$ cat config.mk
export PLATFORM = sky130hd
export DESIGN_NAME = dmux_nway_reg
export DESIGN_NICKNAME = d
export VERILOG_FILES = /design/src/rtl/dmux_nway_pkg.sv /design/src/rtl/dmux_nway_slot.sv /design/src/rtl/dmux_nway_reg.sv
export SDC_FILE = /design/constraint.sdc
export NUM_CORES = 1
export LEC_CHECK = 0
export CORE_MARGIN = 4
export CORE_UTILIZATION = 39
export CTS_CLUSTER_SIZE = 20
export DETAILED_ROUTE_END_ITERATION = 10
export PLACE_DENSITY = 0.72
export SLEW_MARGIN = 40
export SYNTH_ARGS = -nofsm -noshare
export SYNTH_HDL_FRONTEND = slang
export SYNTH_SLANG_ARGS = --single-unit
$ cat constraint.sdc
create_clock -name clk -period 2.2 [get_ports clk]
set_input_delay 0.55 -clock clk [delete_from_list [all_inputs] [get_ports clk]]
set_output_delay 0.55 -clock clk [all_outputs]
set_load 0.03 [all_outputs]
$ cat src/rtl/dmux_nway_pkg.sv
// dmux_nway_pkg -- shared definitions for the registered N-way demultiplexer.
//   slot_state_e : per-channel slot occupancy (EMPTY=0, FULL=1)
//   STAT_W       : width of the optional statistics counters
//   sat_inc      : saturating increment used by the statistics counters
package dmux_nway_pkg;

  typedef enum logic {
    SLOT_EMPTY = 1'b0,
    SLOT_FULL  = 1'b1
  } slot_state_e;

  localparam int STAT_W = 16;

  function automatic logic [STAT_W-1:0] sat_inc(input logic [STAT_W-1:0] v);
    return (v == {STAT_W{1'b1}}) ? v : v + STAT_W'(1);
  endfunction

endpackage

$ cat src/rtl/dmux_nway_slot.sv
// dmux_nway_slot -- one-entry output slot for a single demux channel.
// Ports:
//   clk, rst_n : clock, synchronous active-low reset
//   load_i     : write data_i into the slot this cycle (slot becomes FULL)
//   data_i     : payload to load
//   drain_i    : consumer ready; drains the slot when it is FULL
//   valid_o    : slot is FULL (the slot state itself, registered)
//   data_o     : slot payload; keeps the last value after it is drained
// Handshake: a beat leaves when valid_o && drain_i at a rising edge. A load in
// the same cycle wins, so the slot stays FULL with the new data.
module dmux_nway_slot
  import dmux_nway_pkg::*;
#(
  parameter int WIDTH = 16
) (
  input  logic             clk,
  input  logic             rst_n,
  input  logic             load_i,
  input  logic [WIDTH-1:0] data_i,
  input  logic             drain_i,
  output logic             valid_o,
  output logic [WIDTH-1:0] data_o
);

  slot_state_e      state_q, state_d;
  logic [WIDTH-1:0] data_q, data_d;

  always_comb begin
    state_d = state_q;
    data_d  = data_q;
    if (load_i) begin
      state_d = SLOT_FULL;
      data_d  = data_i;
    end else if (drain_i && (state_q == SLOT_FULL)) begin
      state_d = SLOT_EMPTY;
    end
  end

  always_ff @(posedge clk) begin
    if (!rst_n) begin
      state_q <= SLOT_EMPTY;
      data_q  <= '0;
    end else begin
      state_q <= state_d;
      data_q  <= data_d;
    end
  end

  assign valid_o = (state_q == SLOT_FULL);
  assign data_o  = data_q;

endmodule

$ cat src/rtl/dmux_nway_reg.sv
// dmux_nway_reg -- registered 1-to-WAYS demultiplexer with one slot per channel.
// Ports:
//   clk, rst_n            : clock, synchronous active-low reset
//   in_data/in_sel        : upstream payload and destination channel
//   in_valid/in_ready     : upstream handshake
//   out_data              : channel k at [k*WIDTH +: WIDTH]
//   out_valid/out_ready   : per-channel downstream handshake
//   drop_pulse            : one-cycle pulse after an out-of-range beat is discarded
//   stat_accepted/dropped : saturating counters, present only with DMUX_NWAY_STATS_EN
// Handshake: a beat transfers on any rising edge where valid && ready are both
// high; ready never depends on valid, and valid is not withdrawn by the producer
// while waiting.
// Build option: define DMUX_NWAY_STATS_EN to add the statistics counters.
module dmux_nway_reg
  import dmux_nway_pkg::*;
#(
  parameter int WIDTH = 16,
  parameter int WAYS  = 8,
  parameter int SEL_W = $clog2(WAYS)
) (
  input  logic                  clk,
  input  logic                  rst_n,
  input  logic [WIDTH-1:0]      in_data,
  input  logic [SEL_W-1:0]      in_sel,
  input  logic                  in_valid,
  output logic                  in_ready,
  output logic [WAYS*WIDTH-1:0] out_data,
  output logic [WAYS-1:0]       out_valid,
  input  logic [WAYS-1:0]       out_ready,
  output logic                  drop_pulse
`ifdef DMUX_NWAY_STATS_EN
  ,
  output logic [STAT_W-1:0]     stat_accepted,
  output logic [STAT_W-1:0]     stat_dropped
`endif
);

  // One extra bit so WAYS itself is representable when it is a power of two.
  localparam logic [SEL_W:0] WAYS_L = (SEL_W + 1)'(WAYS);

  logic            in_range;
  logic            accept;
  logic [WAYS-1:0] hit;
  logic [WAYS-1:0] load;

  assign in_range = ({1'b0, in_sel} < WAYS_L);

  // One-hot decode; out-of-range selects hit nothing.
  always_comb begin
    hit = '0;
    for (int k = 0; k < WAYS; k++) begin
      hit[k] = (in_sel == SEL_W'(k));
    end
  end

  // Out-of-range beats are always taken (and discarded); in-range beats need
  // the target slot empty or draining this cycle.
  assign in_ready = !in_range || (|(hit & (~out_valid | out_ready)));
  assign accept   = in_valid && in_ready;
  assign load     = hit & {WAYS{accept}};

  for (genvar k = 0; k < WAYS; k++) begin : g_slot
    dmux_nway_slot #(
      .WIDTH(WIDTH)
    ) u_slot (
      .clk    (clk),
      .rst_n  (rst_n),
      .load_i (load[k]),
      .data_i (in_data),
      .drain_i(out_ready[k]),
      .valid_o(out_valid[k]),
      .data_o (out_data[k*WIDTH +: WIDTH])
    );
  end

  logic drop_q, drop_d;
  assign drop_d = accept && !in_range;

  always_ff @(posedge clk) begin
    if (!rst_n) begin
      drop_q <= 1'b0;
    end else begin
      drop_q <= drop_d;
    end
  end

  assign drop_pulse = drop_q;

`ifdef DMUX_NWAY_STATS_EN
  logic [STAT_W-1:0] acc_q, acc_d;
  logic [STAT_W-1:0] drp_q, drp_d;

  assign acc_d = (accept && in_range) ? sat_inc(acc_q) : acc_q;
  assign drp_d = drop_d ? sat_inc(drp_q) : drp_q;

  always_ff @(posedge clk) begin
    if (!rst_n) begin
      acc_q <= '0;
      drp_q <= '0;
    end else begin
      acc_q <= acc_d;
      drp_q <= drp_d;
    end
  end

  assign stat_accepted = acc_q;
  assign stat_dropped  = drp_q;
`endif

endmodule

# Word-level counts from Yosys, hierarchy flattened
# Index checks and enable logic that the tools add are counted.
[op_classes] eq_ne=7 n_mux=16 bitwise=4 n_reduce_logical=19
[ops] operator="$and 8x8->8" count=2
[ops] operator="$mux 1" count=16
[ops] operator="$reduce_bool 2->1" count=8
[ops] operator="$eq 3x3->1 const B" count=4
[ops] operator="$logic_and 1x1->1" count=9
[ops] operator="$not 8->8" count=1
[ops] operator="$or 8x8->8" count=1
[ops] operator="$reduce_or 8->1" count=1
[ops] operator="$eq 3x2->1 const B" count=2
[ops] operator="$eq 3x1->1 const B" count=1
[ops] operator="$logic_not 3->1" count=1
[word_totals] ff_bits=136 in_bits=30 out_inout_bits=138 word_cells=62

# Depth between registers and ports, before layout
# Gate-level depths: netlist of run 1.
[depth] ltp_word=7 depth_mapped=6 mapped_depth_nobuf=3

# Cells and area by module
# A second synthesis of run 1 with hierarchy kept.
[hier_totals] hier_cells=463 area_unflattened_um2=5417.7
[by_module_without_submodules] mod="dmux_nway_slot" n_inst=8 cells_each=54 area_each_um2=649.4 seq_area_each_um2=340.3
[by_module_without_submodules] mod="dmux_nway_reg" n_inst=1 cells_each=31 area_each_um2=222.7 seq_area_each_um2=0.0

# Worst setup path before layout of run 1
# Ideal clock, no wire load.
[synth_path] kind="input port to output port" from="input out_ready[4]" to="output in_ready" arrival_time_ps=1747 required_ps=1650 setup_slack_ps=-97 path_stages=4 n_path_buf=1 path_cell_list="nor2b_1 -> clkbuf_1 -> mux4_2 -> a32oi_1"
[synth_via] elab_chain_cells=3
[synth_lines] item="start, declared" line="dmux_nway_reg.sv:29" source="input logic [WAYS-1:0] out_ready,"
[synth_lines] item="$or 8x8->8" line="dmux_nway_reg.sv:58" source="assign in_ready = !in_range || (|(hit & (~out_valid | out_ready)));"
[synth_lines] item="$and 8x8->8" line="dmux_nway_reg.sv:58"
[synth_lines] item="$reduce_or 8->1" line="dmux_nway_reg.sv:58"
[synth_lines] item="end, declared" line="dmux_nway_reg.sv:26" source="output logic in_ready,"
# No other way between the ends.

# Worst setup path in the final report of run 1
[layout_path] from="input out_ready[7]" to="output in_ready"
# Same word-level chain as after synthesis.

==> results_dict.tcl, run 1 <==
set metrics [dict create \
    worstHoldPathType "reg2reg" \
    fin_worst_skew_ns 0.00876 \
    synth_area_leader_cell "dfxtp_1" \
    cts_hold_buf 0 \
    synth_area_mm2 0.00551 \
    rows 43 \
    clkTransAtPathRegs_ns 0.06 \
    finish.utilization_pct 58.3 \
    port_buffers 166 \
    core_area_mm2 0.0139 \
    grt_pass1_wl_mm 28.9 \
    crit_arrival_ns 1.78 \
    multiInputGateArea_mm2 0.00247 \
    setup_violations 1 \
    hold_viol_final 0 \
    critPathMaxFanout 2 \
    drtPass1Iterations 5 \
    critPathKind "in2out" \
    h-tree-depth 4 \
    initial_core_util_pct 39.7 \
    ys_types 38 \
    syn_nets 658 \
    fmax_mhz 429 \
    ys_async_sr_fraction_pct 0 \
    crit_required_ns 1.65 \
    die_area_mm2 0.0161 \
    grt_pass1_vias 5307 \
    antenna_cells 0 \
    tns_ns -0.132 \
    fill_cells 1210 \
    rsz0062_at_grt "yes" \
    wl_per_cell_um 19.5 \
    power.density_mw_per_mm2 744 \
    setup_slack_ns -0.132 \
    finalMaxSlewViolations 0 \
    cp_top_family "multiplexers" \
    start_kind "input port" \
    tightest_slew_ns 0.568 \
    synth-seq-cells 136 \
    synth_edf_count 0 \
    failed_checks "negative setup slack" \
    max_stage_delay_ns 0.51 \
    viasPerCell 5.69 \
    io_pins 168 \
    dp_hpwl_mm 12.9 \
    syn_avg_cell_area_um2 8.77 \
    timing.hold.ws_ns 0.461 \
    antenna_found_initial 0 \
    vias 5544 \
    synth_top_cell_area_share_pct 49.4 \
    slowest_stage "mux4_2" \
    wl_mm 19.0 \
    finalCritPeriodShare_pct 106 \
    cts_tree "done" \
    grt_max_degree 74 \
    area.growth.synth_to_final_pct 47.0 \
    worstRegToRegCells 3 \
    end_kind "output port" \
    endpoint "in_ready" \
    yosys_warnings 0 \
    crit_buf_inv 2 \
    crit_cells 5 \
    clk_path_buf_depth 2 \
    cp-startpoint "out_ready[7]" \
    peakVddDrop_uv 448 \
    drv_cap 0 \
    numCtsBuffers 17 \
    yosysSeqAreaShare_pct 49.4 \
    clock_latency_ns 0.41 \
    drc_errors 0 \
    dieHeight_um 127 \
    yosysMostFrequentCell "dfxtp_1" \
    relSlewSlack_pct 62.0 \
    regArea_mm2 0.00273 \
    clock_sinks 136 \
    synth_area_leaders "dfxtp_1 (49%), a21oi_1 (9.5%), nand3_1 (7.4%)" \
    outcome "finished with violations" \
    drt-initial-drc-count 412 \
    drive_gt1_share_pct 12.5 \
    rr_startpoint "g_slot[1].u_slot.valid_o" \
    place_congestion 0.796 \
    track_usage_pct 22.8 \
    leakage_nw 2.83 \
    worstPathCellList "dlygate4sd2_1 > nor2b_4 > mux4_2 > a32oi_4 > buf_12" \
    ys.flop_type "dfxtp_1" \
    final_nets 811 \
    syn-instance-count 628 \
    r2r_slack_ns 0.92 \
    ys_top_cells_by_count "dfxtp_1 (136), a21oi_1 (105), nand3_1 (81)" \
    gr-total-overflow 0 \
    ant_nets 0 \
    die_x_um 127 \
    reg2reg_to "g_slot[1].u_slot.data_o[12]" \
    finalCriticalPeriod_ns 2.33 \
    root_buffer "clkbuf_16" \
]
==> stage by stage <==
step                      std cells  worst slack, ns  instance area, um2  power, mW
after detailed placement        939           -0.501                7400       3.21
after global placement          939           -0.457                7400       3.19
after global routing            974           -0.156                8100       6.21
after CTS                       973           -0.155                8080       6.06
final                           974           -0.132                8100       6.02
after floorplan                 628           0.0565                5510       2.92
==> worst register-to-register path, cell delays in order (launching register included) <==
cell and delay (ns):
dfxtp_1 0.39, nor2b_2 0.47, o21ai_0 0.18, a21oi_1 0.17
==> layout by cell type, fill, tap and decap left out, types with 2 or more instances in the layout <==
cell | Yosys | layout
dfxtp_2 | 0 | 4
clkinv_2 | 0 | 3
dfxtp_1 | 136 | 132
nand4b_1 | 2 | 2
dlygate4sd2_1 | 0 | 4
clkbuf_8 | 0 | 2
clkdlybuf4s50_1 | 0 | 157
nand3b_1 | 2 | 2
clkinvlp_4 | 0 | 2
nand2b_1 | 8 | 6
o31ai_1 | 16 | 16
inv_6 | 0 | 5
bufinv_16 | 0 | 2
o21ai_1 | 9 | 9
nand4_1 | 17 | 17
nand3_1 | 81 | 81
a21oi_1 | 105 | 104
nor2b_4 | 1 | 5
o21ai_0 | 70 | 70
buf_12 | 0 | 9
and4b_1 | 2 | 2
buf_4 | 13 | 32
nand2_1 | 50 | 50
and4_1 | 2 | 2
mux2i_1 | 32 | 32
nand2b_4 | 0 | 2
clkbuf_16 | 0 | 17
==> worst min-delay path by stage <==
| stage | end | slack, ns | startpoint | cells past startpoint |
|---|---|---|---|---|
| 6_report | g_slot[3].u_slot.data_o[6] | 0.46 | g_slot[3].u_slot.data_o[6] | 2 |
| 5_1_grt | g_slot[3].u_slot.data_o[6] | 0.47 | g_slot[3].u_slot.data_o[6] | 2 |
| 4_1_cts | g_slot[3].u_slot.data_o[6] | 0.46 | g_slot[3].u_slot.data_o[6] | 2 |
| 3_5_place_dp | g_slot[3].u_slot.data_o[6] | 0.45 | g_slot[3].u_slot.data_o[6] | 2 |
| 3_3_place_gp | g_slot[3].u_slot.data_o[13] | 0.44 | g_slot[3].u_slot.data_o[13] | 2 |
| 2_1_floorplan | g_slot[3].u_slot.valid_o | 0.47 | g_slot[3].u_slot.valid_o | 2 |
==> routing by layer <==
layer	vias to the layer above	wire length, um	global-route usage (%)
li1	2547	-	-
met1	2659	7910	29.0
met2	283	9030	37.0
met3	55	1250	4.46
met4	0	817	11.4
met5	-	0	0
==> power breakdown <==
| group | switching, mW | leakage, nW | internal (mW) |
|---|---|---|---|
| Clock | 1.11 | 0.291 | 1.74 |
| Sequential | 0.0310 | 1.10 | 2.52 |
| Combinational | 0.382 | 1.44 | 0.242 |
| Total | 1.52 | 2.83 | 4.50 |
==> flip-flops by register name (all words and copies together), names as in the netlist <==
register	count
g_slot.u_slot.valid_o	8
g_slot.u_slot.data_o	128
==> cell type report <==
| class | count | area share, % |
|---|---|---|
| repair buffers | 207 | 25.7 |
| clock inverters | 13 | 1.76 |
| well taps | 180 | 2.78 |
| clock buffers | 19 | 5.59 |
| multi-input cells | 418 | 30.5 |
| inverters | 1 | 0.0464 |
| flip-flops and latches | 136 | 33.7 |
==> repair_timing <==
action | in CTS | in global routing
endpoints found under the setup margin | 1 | 1
hold endpoints to repair | 0 | 0
setup buffers | 2 | 1
gates cloned | 0 | 0
resized for setup | 25 | 3
pin swaps | 1 | 3
==> logic make-up after synthesis <==
logic type / count (synthesis) / synth area share, %
compound gates: 203 / 19.4
simple gates: 181 / 17.8
flops: 136 / 49.4
buf+inv: 74 / 7.11
mux: 33 / 6.23
other cells: 1 / 0.0681
No activity file was read; power rests on OpenSTA's default activity.
==> run 2, diff against run 1 <==
--- a/config.mk
+++ b/config.mk
@@ -7,6 +7,7 @@
 export LEC_CHECK = 0
 export CORE_MARGIN = 4
 export CORE_UTILIZATION = 39
+export CTS_CLUSTER_DIAMETER = 50
 export CTS_CLUSTER_SIZE = 20
 export DETAILED_ROUTE_END_ITERATION = 10
 export PLACE_DENSITY = 0.72
==> results of run 2 <==
The final DEF is identical to that of run 1; final timing and power are the same.
==> run 3, diff against run 2 <==
--- a/config.mk
+++ b/config.mk
@@ -11,7 +11,7 @@
 export CTS_CLUSTER_SIZE = 20
 export DETAILED_ROUTE_END_ITERATION = 10
 export PLACE_DENSITY = 0.72
-export SLEW_MARGIN = 40
+export SLEW_MARGIN = 20
 export SYNTH_ARGS = -nofsm -noshare
 export SYNTH_HDL_FRONTEND = slang
 export SYNTH_SLANG_ARGS = --single-unit
==> run 3 against run 2 <==
The flow still finishes with violations (negative setup slack). Power hardly changed. Register-to-register slack worse by 0.27 ns. Combinational power barely moved. First-iteration DRC count rose by 2.9%. Global-route usage unchanged.
==> results_dict.tcl, run 3 (synthesis results as in run 1) <==
set metrics [dict create \
    outcome "finished with violations" \
    failed_checks "negative setup slack" \
    stdcell_count 974 \
    fin_worst_skew_ns 0.0109 \
    drv_cap 0 \
    clk_path_buf_depth 2 \
    wl_mm 19.0 \
    area.growth.synth_to_final_pct 47.0 \
    core_area_mm2 0.0139 \
    finalMaxSlewViolations 0 \
    place_inst 939 \
    clock_sinks 136 \
    grt_max_degree 74 \
    critPathMaxFanout 2 \
    drc_errors 0 \
    leakage_nw 2.83 \
    end_kind "output port" \
    stdcell_area_mm2 0.00809 \
    final_nets 811 \
    antenna_found_initial 0 \
    vias 5499 \
    rows 43 \
    root_buffer "clkbuf_16" \
    cts_tree "done" \
    drt-initial-drc-count 424 \
    finalCritPeriodShare_pct 106 \
    power.density_mw_per_mm2 744 \
    timing.hold.ws_ns 0.461 \
    h-tree-depth 4 \
    grt_pass1_wl_mm 28.9 \
    setup_violations 1 \
    finalCriticalPeriod_ns 2.33 \
    fill_cells 1211 \
    worstPathCellList "dlygate4sd2_1 > nor2b_4 > mux4_2 > a32oi_4 > buf_12" \
    hold_viol_final 0 \
    finish.utilization_pct 58.3 \
    port_buffers 166 \
    cp_top_family "multiplexers" \
    tightest_slew_ns 0.836 \
    dp_hpwl_mm 12.9 \
    dieHeight_um 127 \
    worstHoldPathType "reg2reg" \
    peakVddDrop_uv 445 \
    cts_hold_buf 0 \
    slowest_stage "mux4_2" \
    crit_required_ns 1.65 \
    die_area_mm2 0.0161 \
    fmax_mhz 429 \
    tns_ns -0.131 \
    io_pins 168 \
    final_cell_mix "clkdlybuf4s50_1 (157), dfxtp_1 (132), a21oi_1 (104)" \
    grt_pass1_vias 5307 \
    clkTransAtPathRegs_ns 0.06 \
    relSlewSlack_pct 44.1 \
    power_mw 6.02 \
    crit_buf_inv 2 \
    drive_gt1_share_pct 12.3 \
    crit_arrival_ns 1.78 \
    numCtsBuffers 17 \
    final_common_cell "clkdlybuf4s50_1" \
    dp_slack_ns -0.501 \
    gr-total-overflow 0 \
    place_congestion 0.796 \
    max_stage_delay_ns 0.51 \
    wl_per_cell_um 19.5 \
    drtPass1Iterations 6 \
    largest_reg_flops 128 \
    viasPerCell 5.65 \
    die_x_um 127 \
    initial_core_util_pct 39.7 \
    start_kind "input port" \
    track_usage_pct 22.8 \
    clock_latency_ns 0.41 \
    critPathKind "in2out" \
    post_dp_cell_area_mm2 0.00740 \
    antenna_cells 0 \
    ant_nets 0 \
    setup_slack_ns -0.131 \
    rsz0062_at_grt "yes" \
]
-- run 3: power by group --
part,internal [mW],leakage (nW),switching (mW)
Sequential,2.52,1.10,0.0310
Combinational,0.241,1.44,0.381
Clock,1.74,0.291,1.11
Total,4.50,2.83,1.52
-- run 3: tightest hold or removal path: stages, from the launching register on --
cell and delay [ns]:
dfxtp_1 0.31, nand2_1 0.05, mux2i_1 0.05
-- run 3: what timing repair did --
| item | in CTS | in global routing |
|---|---|---|
| pin swaps | 1 | 3 |
| endpoints found under the setup margin | 1 | 1 |
| gates resized for setup | 25 | 3 |
| cloned | 0 | 0 |
| buffers inserted | 2 | 1 |
-- run 3: area by class of cell --
cell class / instances / area [um2] / area share [%]
clock buffer: 19 / 453 / 5.60
multi-input combinational: 418 / 2460 / 30.5
inverter: 1 / 3.75 / 0.0464
clock inverter: 13 / 143 / 1.76
tap: 180 / 225 / 2.78
timing repair buffer: 207 / 2080 / 25.7
sequential: 136 / 2730 / 33.7
-- run 3: per-layer routing --
metal / track usage, % / vias up / wire length (um)
met1: 29.0 / 2660 / 7980
met5: 0 / - / 0
met3: 4.46 / 41 / 1120
met4: 11.4 / 0 / 750
li1: - / 2549 / -
met2: 37.0 / 249 / 9130
-- run 3: path summary, 6_finish.rpt --
path	from	to	slack (ns)	cells after the start
setup reg to reg	g_slot[1].u_slot.valid_o	g_slot[1].u_slot.data_o[4]	0.65	3
setup / recovery	out_ready[7]	in_ready	-0.13	5
hold reg to reg	g_slot[3].u_slot.data_o[6]	g_slot[3].u_slot.data_o[6]	0.46	2
hold / removal	g_slot[3].u_slot.data_o[6]	g_slot[3].u_slot.data_o[6]	0.46	2
